File: src/rtl/uart_txd_frame.sv
// ASCII-hex frame transmitter: '<' + bank hex + data hex + '>' sent as 8N1 characters on TXD.
// Define UART_TXD_CRLF_EN to append CR/LF after the closing '>'.
module uart_txd_frame #(
   parameter int unsigned CLKS_PER_BIT = 54,
   parameter int unsigned NUM_BYTES    = 32
) (
   input  logic                   CLK,
   input  logic                   RST_N,
   input  logic                   START,
   input  logic [7:0]             BANK,
   input  logic [8*NUM_BYTES-1:0] DATA_IN,
   output logic                   TXD,
   output logic                   BUSY,
   output logic                   DONE
);

`ifdef UART_TXD_CRLF_EN
   localparam int unsigned NumChars = 2 * NUM_BYTES + 6;
`else
   localparam int unsigned NumChars = 2 * NUM_BYTES + 4;
`endif
   localparam int unsigned    IdxW     = $clog2(NumChars);
   localparam logic [IdxW-1:0] LastIdx = IdxW'(NumChars - 1);
   localparam logic [7:0]     BaudLast = 8'(CLKS_PER_BIT - 1);

   typedef enum logic [2:0] {
      StIdle,
      StStartBit,
      StDataBits,
      StStopBit,
      StNextChar
   } state_e;

   state_e                 state_q, state_d;
   logic [7:0]             baud_q, baud_d;
   logic [2:0]             bit_q, bit_d;
   logic [IdxW-1:0]        char_q, char_d;
   logic [7:0]             shift_q, shift_d;
   logic [7:0]             bank_q, bank_d;
   logic [8*NUM_BYTES-1:0] data_q, data_d;
   logic                   txd_q, txd_d;
   logic                   busy_q, busy_d;
   logic                   done_q, done_d;

   logic [IdxW-1:0] next_idx;
   logic [7:0]      next_char;
   logic [7:0]      data_byte;
   logic [7:0]      rev_byte;
   logic [3:0]      nibble;
   int unsigned     idx;
   int unsigned     pos;
   logic            bit_end;

   function automatic logic [7:0] hex_char(input logic [3:0] n);
      if (n < 4'd10) return 8'h30 + {4'h0, n};
      return 8'h57 + {4'h0, n};
   endfunction

   // Character for the slot after the current one; loaded into the shifter as its start bit begins.
   always_comb begin
      next_idx  = char_q + 1'b1;
      idx       = 32'(next_idx);
      pos       = 0;
      data_byte = '0;
      rev_byte  = '0;
      nibble    = '0;
      next_char = 8'h3E;
      if (idx == 1) begin
         next_char = hex_char(bank_q[7:4]);
      end else if (idx == 2) begin
         next_char = hex_char(bank_q[3:0]);
      end else if (idx >= 3 && idx <= 2 * NUM_BYTES + 2) begin
         pos       = idx - 3;
         data_byte = 8'(data_q >> (8 * (pos / 2)));
         // DATA_IN[8k] is the MSB of byte k so a receiver loopback reproduces DATA_IN
         for (int b = 0; b < 8; b++) rev_byte[7-b] = data_byte[b];
         nibble    = pos[0] ? rev_byte[3:0] : rev_byte[7:4];
         next_char = hex_char(nibble);
      end
`ifdef UART_TXD_CRLF_EN
      else if (idx == 2 * NUM_BYTES + 4) begin
         next_char = 8'h0D;
      end else if (idx == 2 * NUM_BYTES + 5) begin
         next_char = 8'h0A;
      end
`endif
   end

   assign bit_end = (baud_q == BaudLast);

   always_comb begin
      state_d = state_q;
      baud_d  = baud_q;
      bit_d   = bit_q;
      char_d  = char_q;
      shift_d = shift_q;
      bank_d  = bank_q;
      data_d  = data_q;
      txd_d   = txd_q;
      busy_d  = busy_q;
      done_d  = 1'b0;
      unique case (state_q)
         StIdle: begin
            txd_d  = 1'b1;
            busy_d = 1'b0;
            if (START && !busy_q) begin
               bank_d  = BANK;
               data_d  = DATA_IN;
               char_d  = '0;
               shift_d = 8'h3C;
               baud_d  = '0;
               txd_d   = 1'b0;
               busy_d  = 1'b1;
               state_d = StStartBit;
            end
         end
         StStartBit: begin
            if (bit_end) begin
               baud_d  = '0;
               bit_d   = '0;
               txd_d   = shift_q[0];
               state_d = StDataBits;
            end else begin
               baud_d = baud_q + 8'd1;
            end
         end
         StDataBits: begin
            if (bit_end) begin
               baud_d = '0;
               if (bit_q == 3'd7) begin
                  txd_d   = 1'b1;
                  state_d = StStopBit;
               end else begin
                  bit_d   = bit_q + 3'd1;
                  shift_d = shift_q >> 1;
                  txd_d   = shift_q[1];
               end
            end else begin
               baud_d = baud_q + 8'd1;
            end
         end
         StStopBit: begin
            if (bit_end) begin
               baud_d = '0;
               if (char_q == LastIdx) begin
                  txd_d   = 1'b1;
                  busy_d  = 1'b0;
                  done_d  = 1'b1;
                  state_d = StIdle;
               end else begin
                  char_d  = next_idx;
                  shift_d = next_char;
                  txd_d   = 1'b0;
                  state_d = StStartBit;
               end
            end else begin
               baud_d = baud_q + 8'd1;
            end
         end
         // Chaining is decided in the last stop-bit cycle, so this state only parks the FSM safely.
         StNextChar: begin
            txd_d   = 1'b1;
            busy_d  = 1'b0;
            state_d = StIdle;
         end
         default: begin
            txd_d   = 1'b1;
            busy_d  = 1'b0;
            state_d = StIdle;
         end
      endcase
   end

   always_ff @(posedge CLK or negedge RST_N) begin
      if (!RST_N) begin
         state_q <= StIdle;
         baud_q  <= '0;
         bit_q   <= '0;
         char_q  <= '0;
         shift_q <= '0;
         bank_q  <= '0;
         data_q  <= '0;
         txd_q   <= 1'b1;
         busy_q  <= 1'b0;
         done_q  <= 1'b0;
      end else begin
         state_q <= state_d;
         baud_q  <= baud_d;
         bit_q   <= bit_d;
         char_q  <= char_d;
         shift_q <= shift_d;
         bank_q  <= bank_d;
         data_q  <= data_d;
         txd_q   <= txd_d;
         busy_q  <= busy_d;
         done_q  <= done_d;
      end
   end

   assign TXD  = txd_q;
   assign BUSY = busy_q;
   assign DONE = done_q;

endmodule

File: config.mk
export PLATFORM = sky130hd
export DESIGN_NAME = uart_txd_frame
export DESIGN_NICKNAME = d
export VERILOG_FILES = /design/src/rtl/uart_txd_frame.sv
export SDC_FILE = /design/constraint.sdc
export NUM_CORES = 1
export LEC_CHECK = 0
export BUFFER_PORTS_ARGS = -buffer_cell sky130_fd_sc_hd__buf_2
export CORE_MARGIN = 2
export CORE_UTILIZATION = 55
export DETAILED_ROUTE_END_ITERATION = 8
export GPL_ROUTABILITY_DRIVEN = 0
export PLACE_DENSITY = 0.8
export SYNTH_ARGS = -nofsm -noshare
export SYNTH_HDL_FRONTEND = slang
export SYNTH_SLANG_ARGS = --single-unit
File: constraint.sdc
create_clock -name CLK -period 5.25 [get_ports CLK]
set_clock_uncertainty 0.15 [all_clocks]
set_input_delay 0.2625 -clock CLK [delete_from_list [all_inputs] [get_ports CLK]]
set_output_delay 0.2625 -clock CLK [all_outputs]
set_load 0.02 [all_outputs]
# [Word-level counts from Yosys, hierarchy flattened]
# Cells that the tools add are included.
# W data, S select, Z words.
[totals] reg_bits=296
[op_classes] add_sub_neg=10 order_cmp=5 eq_ne=16 shift=1 n_mux=56 n_bitwise=1 n_reduce_logical=18
[ops] op="$shr A256 B32 Y8" count=1
[ops] op="$mux W8" count=16
[ops] op="$add A7 B4 Y8 const A" count=3
[ops] op="$mux W3" count=8
[ops] op="$pmux W8 S3" count=1
[ops] op="$add A6 B4 Y7 const A" count=3
[ops] op="$mux W1" count=21
[ops] op="$mux W7" count=3
[ops] op="$ne A2 B2 Y1 const B" count=8
[ops] op="$pmux W8 S2" count=1
[ops] op="$pmux W7 S2" count=1
[ops] op="$lt A4 B4 Y1 const B" count=3
[ops] op="$pmux W3 S4" count=1
[ops] op="$add A8 B1 Y8 const B" count=1
[ops] op="$eq A8 B6 Y1 const B" count=1
[ops] op="$reduce_and A4 Y1" count=2
[ops] op="$sub A7 B2 Y8 const B" count=1
[ops] op="$add A7 B1 Y7 const B" count=1
[ops] op="$eq A7 B1 Y1 const B" count=1
[ops] op="$eq A7 B2 Y1 const B" count=1
[ops] op="$eq A7 B7 Y1 const B" count=1
[ops] op="$ge A7 B2 Y1 const B" count=1
[ops] op="$le A7 B7 Y1 const B" count=1
[ops] op="$eq A3 B2 Y1 const B" count=2
[ops] op="19 further kinds" count=24

# [Depth between registers and ports, before layout]
[logic_depth] depth_word=16 mapped_depth=20 mapped_depth_nobuf=16

# [Least setup slack after synthesis]
# OpenSTA, ideal clock, no wires.
[synth_timing] path_type="flip-flop to flip-flop" startpoint="register char_q[0]" endpoint="register shift_q[2]" setup_time_ns=0.065 t_arrival_ns=4.058 t_required_ns=5.035 slack_ns=0.977 path_stages_with_launch=21 path_buffers=4 synth_period_minus_slack_ns=4.273 cell_sequence="dfrtp_1 buf_2 inv_1 ha_1 mux2_4 mux2_4 buf_8 xnor2_4 buf_6 buf_4 mux4_2 nor2_1 nor3b_1 o211ai_1 o311ai_1 nand2_1 ha_1 inv_1 or4b_1 o2111ai_1 o211a_1"
[synth_between] elab_chain_len=16 word_cells_on_any_way=27
[synth_rtl] item="start, declared" line="37" text="logic [IdxW-1:0] char_q, char_d;"
[synth_rtl] item="start signal, assigned" line="190" text="char_q <= char_d;"
[synth_rtl] item="$add A7 B1 Y7" line="61" text="next_idx = char_q + 1'b1;"
[synth_rtl] item="$sub A7 B2 Y8" line="73" text="pos = idx - 3;"
[synth_rtl] item="$shr A256 B32 Y8" line="74" text="data_byte = 8'(data_q >> (8 * (pos / 2)));"
[synth_rtl] item="$mux W4" line="77" text="nibble = pos[0] ? rev_byte[3:0] : rev_byte[7:4];"
[synth_rtl] item="$lt A4 B4 Y1" line="55" text="if (n < 4'd10) return 8'h30 + {4'h0, n};"
[synth_rtl] item="$mux W1" line="55"
[synth_rtl] item="$mux W1" line="72" text="end else if (idx >= 3 && idx <= 2 * NUM_BYTES + 2) begin"
[synth_rtl] item="$mux W1" line="70" text="end else if (idx == 2) begin"
[synth_rtl] item="$mux W1" line="68" text="if (idx == 1) begin"
[synth_rtl] item="$mux W8" line="56" text="return 8'h57 + {4'h0, n};"
[synth_rtl] item="$mux W8" line="72"
[synth_rtl] item="$mux W8" line="70"
[synth_rtl] item="$mux W8" line="68"
[synth_rtl] item="$mux W8" line="145" text="if (char_q == LastIdx) begin"
[synth_rtl] item="$mux W8" line="143" text="if (bit_end) begin"
[synth_rtl] item="$pmux W8 S3" line="102" text="unique case (state_q)"
[synth_rtl] item="end signal, assigned" line="191" text="shift_q <= shift_d;"
[synth_rtl] item="end, declared" line="38" text="logic [7:0] shift_q, shift_d;"
# Parallel ways exist; a longest one is shown, timed or not. The select of a mux whose other input is x is not followed.
# A chain may end at the register's enable or synchronous reset.

# [Worst setup path after layout]
[layout_timing] startpoint="register char_q[0]" endpoint="register shift_q[0]"
# Same word-level chain as after synthesis.

==> flow_summary.ini <==
[run_status]
outcome = completed

[cts]
clock-sinks = 294
cts_tree = built
clockBufferDepth = 3
cts_htree_levels = 2
cts_resized = 0
cts_made_buffers = 34
clockRootBuffer = clkbuf_16
path_clk_slew_ns = 0.06
clock_latency_ns = 0.52

[drt]
first_pass_iters = 7
dr_total_vias = 15300
via_per_inst = 5.96
drt-initial-drc-count = 2311
drc = 0
postRouteAntennaNets = 0
wl_per_cell_microns = 20.7
wirelength_mm = 53.1

[yosys]
post_synth.cell_area_avg_sq_um = 8.72
synth_edf_count = 0
yosysMostFrequentCell = nand2_1
synth-simple-area-share_pct = 26.3
synth_xor_area_share_pct = 1.02
synth_fa_ha_area_share_pct = 1.42
yosys.area.top_type = dfrtp_1
synthArstFlopShare_pct = 100
syn_area_sq_um = 15000
synth_top_cells_by_count = nand2_1, dfrtp_1, clkbuf_1
ys.flop_type = dfrtp_1
yosys-top-cells-area = dfrtp_1, nand2_1, mux4_2
ys_seq_area_share_pct = 49.0
synth_cell_type_count = 77
synth_top_family_by_area = simple AND/OR/NAND/NOR gates
ys_ff_latch = 294
synthCells = 1721
synth_mux_area_share_pct = 10.1
syn_nets = 2005
synth_warnings = 0
synth_top_area_share_pct = 48.8
synth-compound-area-share_pct = 8.48

[setup_path]
reg2reg_slack_ns = 0.41
r2r_start = char_q[0]
cp-start-kind = flop
r2r-end = shift_q[0]
cp-startpoint = char_q[0]
cp_data_arrival_time_ns = 5.09
path_class = flop to flop
worst_setup_path_end_kind = flop
endpoint = shift_q[0]
crit_fanout = 28
required_ns = 5.49
r2r_cells = 12

[power]
p_sw_mw = 5.02
p_per_area_nw_per_um2 = 586
p_leak_nw = 10.1
internal_power_mw = 6.84
pwr-share-clk_pct = 19.5
swShare_pct = 42.3
power_frac_comb_pct = 45.6
ir_worst_vdd_mv = 0.361
pwr-share-seq_pct = 34.9

[sta]
final_hold_viol_count = 0
setup_violations = 0
fmax_ghz = 0.206
worst_slack_ns = 0.405
finalCritPeriodShare_pct = 92.3
rsz0062_at_grt = no
period_minus_slack_ns = 4.84
final.setup.tns_ns = 0
slew_headroom_pct = 28.4
slew_viol_final = 0
worst_pin_slew_ns = 1.07

[placed_design]
port_buffers = 269
pre_cts_ws_ns = 0.596
place_area_sq_um = 16500
hpwlAfterDp_mm = 28.9

[layout]
area_growth_pct = 34.9
postLayoutCellArea_sq_um = 20200
drive_above_1_share_pct = 18.5
final_nets = 2484

[global_route]
grt_pass1_vias = 15900
grt_pass1_wl_mm = 83.7
antenna_found_initial = 2
track_usage_pct = 37.5
grt_overflow_total = 0
grt_max_degree = 165

[floorplanning]
start_util_pct = 55.9
core_area_sq_um = 26900
row_count = 60
die_h_microns = 169
dieArea_sq_um = 28600
ios = 270
fp.dieW_microns = 169

[flow_run]
drv_cap = 0

[min_path]
min_path_type = input pin to asynchronous set/reset pin
-- power by group through the flow --
stage / Combinational (mW) / Sequential, mW / Clock (mW)
after CTS: 5.14 / 4.00 / 2.30
final: 5.41 / 4.14 / 2.31
after detailed placement: 4.96 / 4.01 / 0
after floorplan: 3.76 / 3.76 / 0
after global placement: 4.83 / 3.97 / 0
after global routing: 5.84 / 4.22 / 2.41
-- worst min path at each step --
stage | from | to | slack [ns] | depth (start not counted)
after floorplan | RST_N | BUSY | -0.18 | 0
after global placement | RST_N | data_q[157] | 0.13 | 1
after detailed placement | RST_N | data_q[157] | 0.14 | 1
after CTS | RST_N | data_q[157] | 0.20 | 2
after global routing | RST_N | data_q[157] | 0.22 | 2
final | RST_N | data_q[157] | 0.15 | 2
-- registers in the layout (all words and copies together), names as in the netlist --
signal / flops
char_q: 7
state_q: 2
baud_q: 8
TXD: 1
data_q: 256
bit_q: 3
shift_q: 7
bank_q: 8
DONE: 1
BUSY: 1
-- per-stage QoR --
stage	util (%)	power [mW]	instances	hold WS, ns
2_1_floorplan	-	7.51	1721	-0.183
3_3_place_gp	61.5	8.80	2240	0.128
3_5_place_dp	61.5	8.97	2240	0.139
4_1_cts	75.3	11.4	2562	0.202
5_1_grt	75.3	12.5	2564	0.220
6_report	75.3	11.9	2564	0.147
-- layout make-up --
class	count	area, sq um
Clock buffer	49	977
Inverter	23	86.3
Multi-Input combinational cell	1299	7130
Clock inverter	8	83.8
Tap cell	341	427
Antenna cell	2	5.00
Timing Repair Buffer	548	4180
Fill cell	1692	6630
Sequential cell	294	7360
-- repair_timing --
item,in CTS,in global routing
hold buffers,265,0
setup buffers,0,0
endpoints found under the hold margin,346,0
-- critical path, stage by stage, from the launching register on --
cell,delay [ns]
dfrtp_1,0.55
ha_1,0.64
xnor2_4,0.22
mux2_4,0.49
xnor2_4,0.49
buf_4,0.32
mux4_2,0.53
nand3_1,0.10
o311ai_0,0.15
o21ai_1,0.32
o211ai_1,0.20
and3_1,0.21
or3_1,0.33
-- placed cells by master (no fill, tap or decap), types with 15 or more instances in the layout --
cell type,instances
dlygate4sd3_1,265
o21ai_0,46
ha_1,16
mux4_2,48
nand2_1,862
clkbuf_16,34
a21oi_1,44
nor2_1,39
buf_2,268
nand3_1,22
dfrtp_1,293
o31ai_1,15
inv_1,22
mux2i_1,29
-- per-layer routing --
metal  routed length (microns)  share of wire, %  GRT usage, %
met3                      4720               8.9          6.72
met5                         0                 0             0
met1                     19000                36          46.3
met4                      3750               7.1          22.9
met2                     25600                48          61.7
-- cells by family (layout without fill, tap and decap cells) --
kind of cell | Yosys count | in the layout
AOI/OAI and AO/OA | 188 | 188
muxes | 89 | 89
and+or+nand+nor | 994 | 994
adders and majority gates | 17 | 17
buffers and inverters | 128 | 628
DFF | 294 | 294
other | 0 | 2
xor gates and xnor gates | 11 | 11
No activity file was read; power rests on OpenSTA's default activity.
